File: config.mk
export PLATFORM = sky130hd
export DESIGN_NAME = cache_mtf_ctrl_flat
export DESIGN_NICKNAME = d
export VERILOG_FILES = /design/src/rtl/cache_mtf_ctrl_pkg.sv /design/src/rtl/cache_mtf_ctrl_if.sv /design/src/rtl/cache_mtf_ctrl_array.sv /design/src/rtl/cache_mtf_ctrl.sv /design/src/flat_wrapper.sv
export SDC_FILE = /design/constraint.sdc
export NUM_CORES = 1
export LEC_CHECK = 0
export CAP_MARGIN = 20
export CORE_UTILIZATION = 46
export DETAILED_ROUTE_END_ITERATION = 12
export GPL_TIMING_DRIVEN = 0
export PLACE_DENSITY = 0.64
export SETUP_SLACK_MARGIN = 0.2
export SLEW_MARGIN = 20
export SYNTH_ARGS = -nofsm -noshare
export SYNTH_HDL_FRONTEND = slang
export SYNTH_HIERARCHICAL = 1
export SYNTH_SLANG_ARGS = --single-unit
File: constraint.sdc
create_clock -name clk -period 7.1 [get_ports clk]
set_clock_uncertainty 0.2 [all_clocks]
set_input_delay 2.13 -clock clk [delete_from_list [all_inputs] [get_ports clk]]
set_output_delay 2.13 -clock clk [all_outputs]
set_load 0.05 [all_outputs]
File: src/rtl/cache_mtf_ctrl_pkg.sv
// Shared types for the move-to-front read cache controller.
package cache_mtf_ctrl_pkg;

    // Controller sequencing states; encodings are fixed.
    typedef enum logic [1:0] {
        StIdle   = 2'd0,
        StLookup = 2'd1,
        StFill   = 2'd2,
        StResp   = 2'd3
    } state_e;

    // Cell-array update requested by the controller for the current cycle.
    typedef enum logic [1:0] {
        OpNone = 2'd0,
        OpHit  = 2'd1,  // rotate hit cell to index 0
        OpFill = 2'd2   // shift everything down, insert new entry at index 0
    } arr_op_e;

endpackage

File: src/rtl/cache_mtf_ctrl_if.sv
// Request/response and backing-memory handshake bundle for the cache controller.
interface cache_mtf_ctrl_if #(
    parameter int unsigned ADDR_W = 16,
    parameter int unsigned DATA_W = 8
) ();
    logic              req_valid;
    logic [ADDR_W-1:0] req_addr;
    logic              req_ready;
    logic              rsp_valid;
    logic [DATA_W-1:0] rsp_data;
    logic              rsp_ready;
    logic              mem_req;
    logic [ADDR_W-1:0] mem_addr;
    logic              mem_ack;
    logic [DATA_W-1:0] mem_data;

    // Environment side: requester plus backing memory.
    modport master (
        output req_valid, req_addr, rsp_ready, mem_ack, mem_data,
        input  req_ready, rsp_valid, rsp_data, mem_req, mem_addr
    );

    // Controller side.
    modport slave (
        input  req_valid, req_addr, rsp_ready, mem_ack, mem_data,
        output req_ready, rsp_valid, rsp_data, mem_req, mem_addr
    );
endinterface

File: src/rtl/cache_mtf_ctrl_array.sv
// Fully associative cell array kept in MRU-first order with parallel tag compare.
module cache_mtf_ctrl_array
    import cache_mtf_ctrl_pkg::*;
#(
    parameter int unsigned CELL_CNT = 4,
    parameter int unsigned ADDR_W   = 16,
    parameter int unsigned DATA_W   = 8
) (
    input  logic              clk,
    input  logic              rst_n,
    input  logic              clr_valid_i,
    input  arr_op_e           op_i,
    input  logic [ADDR_W-1:0] addr_i,
    input  logic [DATA_W-1:0] fill_data_i,
    output logic              hit_o,
    output logic [DATA_W-1:0] hit_data_o
);
    localparam int unsigned IDX_W = $clog2(CELL_CNT);

    logic [CELL_CNT-1:0] valid_q, valid_d;
    logic [ADDR_W-1:0]   tag_q  [CELL_CNT];
    logic [ADDR_W-1:0]   tag_d  [CELL_CNT];
    logic [DATA_W-1:0]   data_q [CELL_CNT];
    logic [DATA_W-1:0]   data_d [CELL_CNT];
    logic [CELL_CNT-1:0] match;
    logic [CELL_CNT-1:0] shift_en;
    logic [IDX_W-1:0]    hit_idx;

    // Parallel compare; the highest matching index wins.
    always_comb begin
        match   = '0;
        hit_idx = '0;
        for (int i = 0; i < CELL_CNT; i++) begin
            match[i] = valid_q[i] && (tag_q[i] == addr_i);
            if (match[i]) hit_idx = IDX_W'(i);
        end
        hit_o      = |match;
        hit_data_o = data_q[hit_idx];
    end

    // Thermometer shift mask: cells 0..hit_idx on a hit, every cell on a fill.
    always_comb begin
        shift_en = '0;
        case (op_i)
            OpHit: begin
                for (int i = 0; i < CELL_CNT; i++) shift_en[i] = (IDX_W'(i) <= hit_idx);
            end
            OpFill:  shift_en = '1;
            default: shift_en = '0;
        endcase
    end

    // Next cell contents: index 0 takes the hit cell or the new entry, others take their predecessor.
    always_comb begin
        valid_d = valid_q;
        tag_d   = tag_q;
        data_d  = data_q;
        if (shift_en[0]) begin
            if (op_i == OpHit) begin
                valid_d[0] = valid_q[hit_idx];
                tag_d[0]   = tag_q[hit_idx];
                data_d[0]  = data_q[hit_idx];
            end else begin
                valid_d[0] = 1'b1;
                tag_d[0]   = addr_i;
                data_d[0]  = fill_data_i;
            end
        end
        for (int i = 1; i < CELL_CNT; i++) begin
            if (shift_en[i]) begin
                valid_d[i] = valid_q[i-1];
                tag_d[i]   = tag_q[i-1];
                data_d[i]  = data_q[i-1];
            end
        end
        if (clr_valid_i) valid_d = '0;
    end

    // Cell storage.
    always_ff @(posedge clk or negedge rst_n) begin
        if (!rst_n) begin
            valid_q <= '0;
            for (int i = 0; i < CELL_CNT; i++) begin
                tag_q[i]  <= '0;
                data_q[i] <= '0;
            end
        end else begin
            valid_q <= valid_d;
            tag_q   <= tag_d;
            data_q  <= data_d;
        end
    end

endmodule

File: src/rtl/cache_mtf_ctrl.sv
// Sequencing controller for the move-to-front read cache: FSM, handshakes, statistics.
module cache_mtf_ctrl
    import cache_mtf_ctrl_pkg::*;
#(
    parameter int unsigned CELL_CNT = 4,
    parameter int unsigned ADDR_W   = 16,
    parameter int unsigned DATA_W   = 8,
    parameter int unsigned CNT_W    = 16
) (
    input  logic                 clk,
    input  logic                 rst_n,
    cache_mtf_ctrl_if.slave      bus,
    input  logic                 flush,
    output logic [CNT_W-1:0]     hit_cnt,
    output logic [CNT_W-1:0]     miss_cnt
);
    localparam logic [CNT_W-1:0] CntOne = CNT_W'(1);

    state_e            state_q, state_d;
    logic [ADDR_W-1:0] addr_q, addr_d;
    logic              rsp_valid_q, rsp_valid_d;
    logic [DATA_W-1:0] rsp_data_q, rsp_data_d;
    logic              mem_req_q, mem_req_d;
    logic [ADDR_W-1:0] mem_addr_q, mem_addr_d;
    logic [CNT_W-1:0]  hit_cnt_q, hit_cnt_d;
    logic [CNT_W-1:0]  miss_cnt_q, miss_cnt_d;

    logic              req_ready;
    logic              accept;
    arr_op_e           arr_op;
    logic              arr_clr;
    logic              arr_hit;
    logic [DATA_W-1:0] arr_hit_data;

    // Ready is held low while reset is asserted and whenever a flush is pending.
    assign req_ready     = rst_n && (state_q == StIdle) && !flush;
    assign accept        = bus.req_valid && req_ready;
    assign bus.req_ready = req_ready;
    assign bus.rsp_valid = rsp_valid_q;
    assign bus.rsp_data  = rsp_data_q;
    assign bus.mem_req   = mem_req_q;
    assign bus.mem_addr  = mem_addr_q;
    assign hit_cnt       = hit_cnt_q;
    assign miss_cnt      = miss_cnt_q;

    cache_mtf_ctrl_array #(
        .CELL_CNT (CELL_CNT),
        .ADDR_W   (ADDR_W),
        .DATA_W   (DATA_W)
    ) u_array (
        .clk         (clk),
        .rst_n       (rst_n),
        .clr_valid_i (arr_clr),
        .op_i        (arr_op),
        .addr_i      (addr_q),
        .fill_data_i (bus.mem_data),
        .hit_o       (arr_hit),
        .hit_data_o  (arr_hit_data)
    );

    // State and datapath registers.
    always_ff @(posedge clk or negedge rst_n) begin
        if (!rst_n) begin
            state_q     <= StIdle;
            addr_q      <= '0;
            rsp_valid_q <= 1'b0;
            rsp_data_q  <= '0;
            mem_req_q   <= 1'b0;
            mem_addr_q  <= '0;
            hit_cnt_q   <= '0;
            miss_cnt_q  <= '0;
        end else begin
            state_q     <= state_d;
            addr_q      <= addr_d;
            rsp_valid_q <= rsp_valid_d;
            rsp_data_q  <= rsp_data_d;
            mem_req_q   <= mem_req_d;
            mem_addr_q  <= mem_addr_d;
            hit_cnt_q   <= hit_cnt_d;
            miss_cnt_q  <= miss_cnt_d;
        end
    end

    // Next-state sequencing.
    always_comb begin
        state_d = state_q;
        case (state_q)
            StIdle:   if (accept) state_d = StLookup;
            StLookup: state_d = arr_hit ? StResp : StFill;
            StFill:   if (bus.mem_ack) state_d = StResp;
            StResp:   if (rsp_valid_q && bus.rsp_ready) state_d = StIdle;
            default:  state_d = StIdle;
        endcase
    end

    // Per-state outputs, array commands and counter updates.
    always_comb begin
        addr_d      = addr_q;
        rsp_valid_d = rsp_valid_q;
        rsp_data_d  = rsp_data_q;
        mem_req_d   = mem_req_q;
        mem_addr_d  = mem_addr_q;
        hit_cnt_d   = hit_cnt_q;
        miss_cnt_d  = miss_cnt_q;
        arr_op      = OpNone;
        arr_clr     = 1'b0;
        case (state_q)
            StIdle: begin
                if (flush) arr_clr = 1'b1;
                else if (accept) addr_d = bus.req_addr;
            end
            StLookup: begin
                if (arr_hit) begin
                    arr_op      = OpHit;
                    rsp_data_d  = arr_hit_data;
                    rsp_valid_d = 1'b1;
                    if (hit_cnt_q != '1) hit_cnt_d = hit_cnt_q + CntOne;
                end else begin
                    mem_req_d  = 1'b1;
                    mem_addr_d = addr_q;
                    if (miss_cnt_q != '1) miss_cnt_d = miss_cnt_q + CntOne;
                end
            end
            StFill: begin
                if (bus.mem_ack) begin
                    arr_op      = OpFill;
                    mem_req_d   = 1'b0;
                    rsp_data_d  = bus.mem_data;
                    rsp_valid_d = 1'b1;
                end
            end
            StResp: begin
                if (bus.rsp_ready) rsp_valid_d = 1'b0;
            end
            default: ;
        endcase
    end

endmodule

File: src/flat_wrapper.sv
// flat-port wrapper written by rule: the top's interface ports become plain ports
module cache_mtf_ctrl_flat import cache_mtf_ctrl_pkg::*;
#(
    parameter int unsigned CELL_CNT = 4,
    parameter int unsigned ADDR_W   = 16,
    parameter int unsigned DATA_W   = 8,
    parameter int unsigned CNT_W    = 16
)
  (clk, rst_n, flush, hit_cnt, miss_cnt, bus_req_valid, bus_req_addr, bus_rsp_ready, bus_mem_ack, bus_mem_data, bus_req_ready, bus_rsp_valid, bus_rsp_data, bus_mem_req, bus_mem_addr);
  cache_mtf_ctrl_if #(.ADDR_W(ADDR_W), .DATA_W(DATA_W)) bus_i ();
  input  logic clk;
  input  logic rst_n;
  input  logic flush;
  output logic [CNT_W-1:0] hit_cnt;
  output logic [CNT_W-1:0] miss_cnt;
  input wire logic [$bits(bus_i.req_valid)-1:0] bus_req_valid;
  input wire logic [$bits(bus_i.req_addr)-1:0] bus_req_addr;
  input wire logic [$bits(bus_i.rsp_ready)-1:0] bus_rsp_ready;
  input wire logic [$bits(bus_i.mem_ack)-1:0] bus_mem_ack;
  input wire logic [$bits(bus_i.mem_data)-1:0] bus_mem_data;
  output wire logic [$bits(bus_i.req_ready)-1:0] bus_req_ready;
  output wire logic [$bits(bus_i.rsp_valid)-1:0] bus_rsp_valid;
  output wire logic [$bits(bus_i.rsp_data)-1:0] bus_rsp_data;
  output wire logic [$bits(bus_i.mem_req)-1:0] bus_mem_req;
  output wire logic [$bits(bus_i.mem_addr)-1:0] bus_mem_addr;
  assign bus_i.req_valid = bus_req_valid;
  assign bus_i.req_addr = bus_req_addr;
  assign bus_i.rsp_ready = bus_rsp_ready;
  assign bus_i.mem_ack = bus_mem_ack;
  assign bus_i.mem_data = bus_mem_data;
  assign bus_req_ready = bus_i.req_ready;
  assign bus_rsp_valid = bus_i.rsp_valid;
  assign bus_rsp_data = bus_i.rsp_data;
  assign bus_mem_req = bus_i.mem_req;
  assign bus_mem_addr = bus_i.mem_addr;
  cache_mtf_ctrl #(.CELL_CNT(CELL_CNT), .ADDR_W(ADDR_W), .DATA_W(DATA_W), .CNT_W(CNT_W)) u_core (.clk(clk), .rst_n(rst_n), .bus(bus_i), .flush(flush), .hit_cnt(hit_cnt), .miss_cnt(miss_cnt));
endmodule
# After elaboration in Yosys (flattened, before gate mapping)
# Index checks and enable logic that the tools add are counted.
[classes]
n_addsub = 2
n_lt_le_gt_ge = 6
eq_ne = 17
muxes = 40
bitwise = 3
n_reduce_logical = 25
[ops]
columns = ["operator", "n"]
rows = [
  ["$eq A16 B16 Y1", 4],
  ["$mux W16", 3],
  ["$mux W8", 5],
  ["$add A16 B1 Y16 const B", 2],
  ["$bmux W16 S2", 1],
  ["$ne A16 B16 Y1 const B", 2],
  ["$reduce_and A3 Y1", 6],
  ["$bmux W8 S2", 1],
  ["$mux W1", 16],
  ["$pmux W8 S2", 1],
  ["$mux W2", 6],
  ["$reduce_bool A2 Y1", 5],
  ["$logic_and A1 B1 Y1", 8],
  ["$pmux W2 S4", 1],
  ["$pmux W4 S2", 1],
  ["$eq A2 B2 Y1 const B", 3],
  ["$ne A2 B1 Y1 const B", 3],
  ["$ne A2 B2 Y1 const B", 3],
  ["$eq A2 B1 Y1 const B", 2],
  ["$le A1 B2 Y1 const A", 2],
  ["$le A2 B2 Y1 const A", 2],
  ["$mux W4", 1],
  ["$pmux W2 S2", 1],
  ["$reduce_and A4 Y1", 1],
  ["other kinds (12)", 13],
]
[word_totals]
regBits = 176

# Longest topological paths before layout
# Gate-level depths: netlist of the first run.
[depth]
depth_word = 11
ltp_mapped = 16
ltp_nobuf = 12

# Modules after synthesis
# Netlist of the first run, hierarchy kept.
[modules_own_cells]
columns = ["mod", "n_inst", "cells_per_inst", "area_per_inst_um2", "seq_area_each_um2"]
rows = [
  ["cache_mtf_ctrl_array", 1, 483, 5496.5, 2502.4],
  ["cache_mtf_ctrl", 1, 314, 3429.5, 1901.8],
]

# Worst setup path before layout of the first run
# Ideal clock, no wire load.
[synth_path]
path_kind = "in2out"
startpoint = "input flush"
endpoint = "output bus_req_ready"
t_arrival_ps = 2661
required_time_ps = 4770
slack_ps = 2109
cell_stages = 1
path_cell_list = "and3b_1"
[synth_via]
elab_chain_len = 2
[synth_rtl]
columns = ["element", "line_no", "text"]
rows = [
  ["start: declaration", "flat_wrapper.sv:13", "input logic flush;"],
  ["$logic_not A1 Y1", "cache_mtf_ctrl.sv:36", "assign req_ready = rst_n && (state_q == StIdle) && !flush;"],
  ["$logic_and A1 B1 Y1", "cache_mtf_ctrl.sv:36", ""],
  ["end: declaration", "flat_wrapper.sv:21", "output wire logic [$bits(bus_i.req_ready)-1:0] bus_req_ready;"],
]
# No other way between the ends.

# Final worst setup path of the first run
[layout_path]
startpoint = "input rst_n"
endpoint = "output bus_req_ready"
[layout_via]
elab_chain_len = 2
[layout_rtl]
columns = ["element", "line_no", "text"]
rows = [
  ["start: declaration", "flat_wrapper.sv:12", "input logic rst_n;"],
  ["$logic_and A1 B1 Y1 (2 in series)", "cache_mtf_ctrl.sv:36", ""],
]
# No other way between the ends.

==> metrics.txt, run 1 <==
status=completed; required time of the worst setup path=roughly 4.8 ns; Yosys top cell by area=dfrtp_1; CP max stage cell=clkdlybuf4s50_1; max-slew violations=0; I/O pin cnt=89; Max transition margin=about 39%; Cell variety after synth=64; hold endpoint=u_core/bus.mem_addr[11]$_DFFE_PN0P_; Final nets=944; Reg-to-Reg End=u_core/u_array/tag_q[40]$_DFFE_PN0P_; Cells after Synth=797; core area=about 19000 um2; worst path cell trace=buf_8 -> buf_16 -> and3b_1 -> clkdlybuf4s50_1; Critical R2R Launch=u_core/addr_q[2]$_DFFE_PN0P_; fin util=57.07%; top cells by area in the synthesized netlist=dfrtp_1 (49%), mux2_2 (9.1%), xnor2_1 (5.6%), nand2_1 (3.7%), xor2_1 (3.2%); height of the die=between 100 and 150 um; vias in the first global route=between 6000 and 7000; Worst-Skew Late Latency=~0.43 ns; synthesis-stage register bit count=between 150 and 200; DRC=0; total congestion overflow=0; post-CTS setup buffers=0; Buffers & Inverters on Critical Path=3; worst-path fanout max=94; Worst Tran Pin Value=approximately 0.92 ns; critical path class=in -> out; Critical Path End Type=primary output; Worst EP arrival=approximately 4.2 ns; H-tree Lvls=4; RSZ-0062 raised after global routing=no; GRT Overall Usage=23.70%; Synth Area per Inst=roughly 11 um2; Std-Cell Rows=50; Synth Flop Type=dfrtp_1; PostCTS Resize Cnt=0; Synth warnings=6; final hold vios=0; Area Overhead vs Synth=20.79%; DR vias=around 6500; initial antenna violation count=0; pwr dens=401.8 nW/um2; worst hold stages=2; period utilization=a little over 90%; register area share after synthesis=49.34%; Clock Sinks=176; layout cells sized above 1=about 16%; Worst-path clk slew=approximately 0.07 ns; Final setup viols=0; Startpoint Class=input port; Die Wd=between 100 and 150 um; VDD IR max=roughly 0.27 mV; crit-path leading delay family=buffers and inverters; Final TNS setup=0 ns; wire length per cell=between 15 and 20 um; Detail Route Antenna Nets=0; Syn Nets=836; top-count cell post-synth=dfrtp_1; vias per cell=approximately 5.5; WL final=22.36 mm; R2R depth=14; Initial Util=47.25%; Synth Cell Area=8926 um2; fin crit period=about 6.5 ns; Longest Clk Path Bufs=2; most frequent cells after synthesis=dfrtp_1 (176), nand2_1 (89), mux2_2 (72), xnor2_1 (57), nor2_1 (39); post-synth top area share=between 40% and 50%; global-route wire length before repair=35.96 mm; Async SR Flop Fraction=100.0%; first drt pass iteration count=5; CTS root buf=clkbuf_16; FMAX=about 150 MHz; Port Buffers=a little under 90; DR iter-0 viols=500; cts bufs inserted=17; hold-fix buffers at CTS=0; EDFF count, synth=0; DP Worst Slack=about 0.48 ns; worst hold margin=between 0.2 and 0.3 ns; RD Place Congestion=0.9327; maxcap violations=0; Die Footprint=around 20000 um2; worst setup margin=0.5917 ns; Pleak=approximately 0.0047 uW; worst hold start=u_core/bus.mem_addr[11]$_DFFE_PN0P_; diodes inserted=0; max incr delay on CP=between 0.8 and 0.9 ns; Hold Path Class=reg -> reg; R2R setup slack=between 1.5 and 2 ns; CTS tree=yes; largest net degree at the start of global routing=95; Post-DP HPWL=around 16 mm
## how the worst max path moves through the flow
stage | start | to | slack (ns) | depth (start not counted)
after floorplan | flush | bus_req_ready | 2.11 | 1
after global placement | rst_n | bus_req_ready | -5.49 | 3
after detailed placement | rst_n | bus_req_ready | 0.48 | 4
after CTS | rst_n | bus_req_ready | 0.47 | 4
after global routing | rst_n | bus_req_ready | 0.34 | 4
final | rst_n | bus_req_ready | 0.59 | 4
## worst register-to-register path, stage by stage (launching register included)
cell and delay (ns):
dfrtp_1 0.37, clkbuf_1 0.36, xor2_1 0.16, or4_1 0.54
or4_4 0.54, o2bb2ai_4 0.20, buf_4 0.23, a311o_1 0.30
and3_1 0.24, inv_1 0.05, ha_1 0.28, clkbuf_1 0.20
a311oi_2 0.78, buf_2 0.47, mux2_2 0.38
## final cells by class
type / instances / area (um2)
fillers: 1649 / 8112
flip-flops and latches: 176 / 4404
multi-input cells: 562 / 4244
repair buffers: 89 / 913.4
clock buffers: 20 / 456.7
well taps: 260 / 325.3
plain buffers: 48 / 241.5
clock inverters: 11 / 155.1
inverters: 11 / 41.29
## report_power, final
group,leakage [uW],switching [uW],internal [uW]
combinational,0.00210,1070,735
clock,0.000291,398,574
sequential,0.00230,256,1300
## stage by stage
step	instances	power [uW]	cell area, um2
floorplan	797	2808	8926
global placement	1145	3344	10130
detailed placement	1146	3371	10170
CTS	1177	4363	10780
global route	1177	4587	10780
finish	1177	4332	10780
## state kept, by name, indices dropped and copies added (netlist names)
| register | count |
|---|---|
| u_core/addr_q | 16 |
| u_core/bus.mem_addr | 16 |
| u_core/bus.mem_req | 1 |
| u_core/bus.rsp_data | 8 |
| u_core/bus.rsp_valid | 1 |
| u_core/hit_cnt | 16 |
| u_core/miss_cnt | 16 |
| u_core/state_q | 2 |
| u_core/u_array/data_q | 32 |
| u_core/u_array/tag_q | 64 |
| u_core/u_array/valid_q | 4 |
## cell usage in the layout (no fill, tap or decap), types with 3 or more instances in the layout
master	n
clkbuf_1	24
buf_4	8
a211oi_1	3
bufinv_16	3
nor2_1	39
inv_1	10
mux2_1	20
a221o_1	8
a21oi_1	25
dfrtp_1	176
and2_1	4
o21ai_0	11
clkinvlp_4	3
and3_1	3
a31o_2	5
or4_1	4
nor3_1	11
mux2i_1	28
a22o_1	24
buf_2	13
nand2_1	89
xor2_1	33
nand3_1	22
and4_1	5
clkbuf_16	17
clkdlybuf4s50_1	87
nand4_1	24
a31o_1	4
nand2b_1	4
xnor2_1	57
mux2_2	72
nor4_1	7
ha_1	9
a31oi_1	17
## kinds of logic after synthesis
group | Yosys count | synth area share [%]
adders and majority gates | 9 | 1.262
muxes | 120 | 14.75
DFF | 176 | 49.34
AOI/OAI and AO/OA | 109 | 9.251
buffers and inverters | 59 | 3.168
xor gates and xnor gates | 90 | 8.831
and+or+nand+nor | 234 | 13.40
## metal layers
layer  global-route usage [%]  up-vias  part of all wire [%]
li1                         -     3064                     -
met1                    32.47     3259                    45
met2                    38.46      184                    48
met3                    3.915       24                   5.2
met4                    7.609        0                   1.7
met5                        0        -                     0
(Power assumes the default switching activity.)
==> run 2: changes to the inputs <==
--- a/config.mk
+++ b/config.mk
@@ -6,7 +6,9 @@
 export NUM_CORES = 1
 export LEC_CHECK = 0
 export CAP_MARGIN = 20
+export CORE_MARGIN = 2
 export CORE_UTILIZATION = 46
+export CTS_BUF_LIST = sky130_fd_sc_hd__clkbuf_8
 export DETAILED_ROUTE_END_ITERATION = 12
 export GPL_TIMING_DRIVEN = 0
 export PLACE_DENSITY = 0.64
==> run 2 against run 1 <==
Net effect:
- power decreased by 7.4%
- largest cell class unchanged
- fmax fell by 0.58%
- hold slack improved by 0.012 ns
==> metrics.txt, run 2 (synthesized netlist as in run 1, its figures left out) <==
RD Place Congestion=roughly 0.94; Pleak=roughly 0.0046 uW; final hold vios=0; most common cell after layout, fill and taps aside=dfrtp_1; status=completed; VDD IR max=0.2066 mV; WL final=about 22 mm; Worst EP arrival=around 4.2 ns; total congestion overflow=0; Die Footprint=roughly 21000 um2; Crit. Startpoint=rst_n; worst path cell trace=buf_8 -> buf_16 -> and3b_1 -> clkdlybuf4s50_1; Initial Util=between 40% and 50%; most frequent cells in the layout=dfrtp_1 (176), nand2_1 (89), clkdlybuf4s50_1 (87); top flop regs=u_core/u_array/tag_q (64), u_core/u_array/data_q (32); Std-Cell Rows=50; Max transition margin=between 30% and 40%; Hold Path Class=reg -> reg; Longest Clk Path Bufs=2; Critical Path End Type=primary output; CTS tree=yes; layout cells sized above 1=16.34%; Buffers & Inverters on Critical Path=3; DRC=0; required time of the worst setup path=approximately 4.8 ns; Clock Sinks=about 180; DP Worst Slack=around 0.45 ns; GRT Overall Usage=between 20 and 25%; core area=between 15000 and 20000 um2; Detail Route Antenna Nets=0; first drt pass iteration count=5; cts bufs inserted=17; Worst Tran Pin Value=0.9835 ns; post-CTS setup buffers=0; critical path class=in -> out; RSZ-0062 raised after global routing=no; maxcap violations=0; Die Wd=between 100 and 150 um; vias in the first global route=between 6000 and 7000; period utilization=92.20%; initial antenna violation count=0; max-slew violations=0; hold-fix buffers at CTS=0; I/O pin cnt=approximately 90; worst-path fanout max=between 90 and 100; Port Buffers=~90; CTS root buf=clkbuf_8; wire length per cell=18.81 um; Post-Layout Cell Count=about 1200; Final nets=944; fin crit period=between 6 and 7 ns; Area Overhead vs Synth=18.00%; worst setup margin=0.5536 ns; Cells after DPL=around 1100; crit-path leading delay family=buffers and inverters; PostCTS Resize Cnt=0; vias per cell=5.539; Critical R2R Launch=u_core/addr_q[8]$_DFFE_PN0P_; Largest register FFs=between 60 and 70; pwr dens=381.0 nW/um2; Final setup viols=0; Worst-Skew Late Latency=roughly 0.47 ns; DR iter-0 viols=roughly 410; largest net degree at the start of global routing=93; worst hold start=u_core/bus.mem_addr[11]$_DFFE_PN0P_; Post-DP HPWL=about 16 mm; FMAX=approximately 150 MHz; global-route wire length before repair=35.61 mm; Worst-path clk slew=0.10 ns; Largest Register=u_core/u_array/tag_q; Startpoint Class=input port; CP max stage cell=clkdlybuf4s50_1; DR vias=approximately 6500; height of the die=roughly 140 um; max incr delay on CP=between 0.8 and 0.9 ns; H-tree Lvls=4; diodes inserted=0
-- run 2: cell count changes in the layout (fill, tap and decap cells not counted), sizes merged --
cell / delta
inv: +6
bufinv: -3
clkinvlp: +1
clkbuf: -3
-- run 2: worst paths after layout --
path	depth (start not counted)	endpoint	slack, ns
worst max-delay path	4	bus_req_ready	0.55
worst min-delay path	2	u_core/bus.mem_addr[11]$_DFFE_PN0P_	0.29
worst max register to register	14	u_core/u_array/tag_q[42]$_DFFE_PN0P_	1.68
worst min register to register	2	u_core/bus.mem_addr[11]$_DFFE_PN0P_	0.29
max in group asynchronous	2	u_core/u_array/tag_q[37]$_DFFE_PN0P_	4.37
min in group asynchronous	1	u_core/miss_cnt[15]$_DFFE_PN0P_	1.46
-- run 2: report_power, final --
part / internal [uW] / leakage (uW) / switching [uW]
logic: 735 / 0.00210 / 1070
registers: 1290 / 0.00230 / 255
clock network: 253 / 0.000179 / 404
total: 2280 / 0.00458 / 1730
-- run 2: cell type report --
| class | instances | area [um2] |
|---|---|---|
| buffer | 48 | 241.5 |
| timing repair buffer | 89 | 913.4 |
| multi-input combinational | 562 | 4244 |
| inverter | 11 | 41.29 |
| clock buffer | 17 | 234.0 |
| sequential | 176 | 4404 |
| tap | 260 | 325.3 |
| fill | 1704 | 8361 |
| clock inverter | 15 | 128.9 |
-- run 2: worst min-delay path, stage by stage (launching register included) --
cell,delay [ns]
dfrtp_1,0.35
nand2_1,0.05
nand2_1,0.06
-- run 2: routing by layer --
layer | share of wire (%) | vias to the layer above | global-route usage [%]
met5 | 0 | - | 0
met4 | 1.3 | 0 | 5.521
met3 | 5.7 | 25 | 4.798
met2 | 47 | 178 | 36.19
met1 | 46 | 3260 | 31.80
li1 | - | 3062 | -
-- run 2: through the flow --
stage | instance area [um2] | TNS [ns] | util [%] | power (uW) | hold slack, ns
finish | 10530 | 0 | 55.75 | 4012 | 0.2870
floorplan | 8926 | 0 | - | 2808 | 0.2498
CTS | 10530 | 0 | 55.75 | 4031 | 0.2872
global placement | 10130 | -733.83 | 53.63 | 3345 | 0.2600
global route | 10530 | 0 | 55.75 | 4269 | 0.3075
detailed placement | 10170 | 0 | 53.83 | 3367 | 0.2615
==> run 3: changes to the inputs <==
--- a/config.mk
+++ b/config.mk
@@ -5,7 +5,7 @@
 export SDC_FILE = /design/constraint.sdc
 export NUM_CORES = 1
 export LEC_CHECK = 0
-export CAP_MARGIN = 20
+export CAP_MARGIN = 0
 export CORE_MARGIN = 2
 export CORE_UTILIZATION = 46
 export CTS_BUF_LIST = sky130_fd_sc_hd__clkbuf_8
==> results of run 3 <==
Final layout, timing and power as in run 2 (identical DEF).
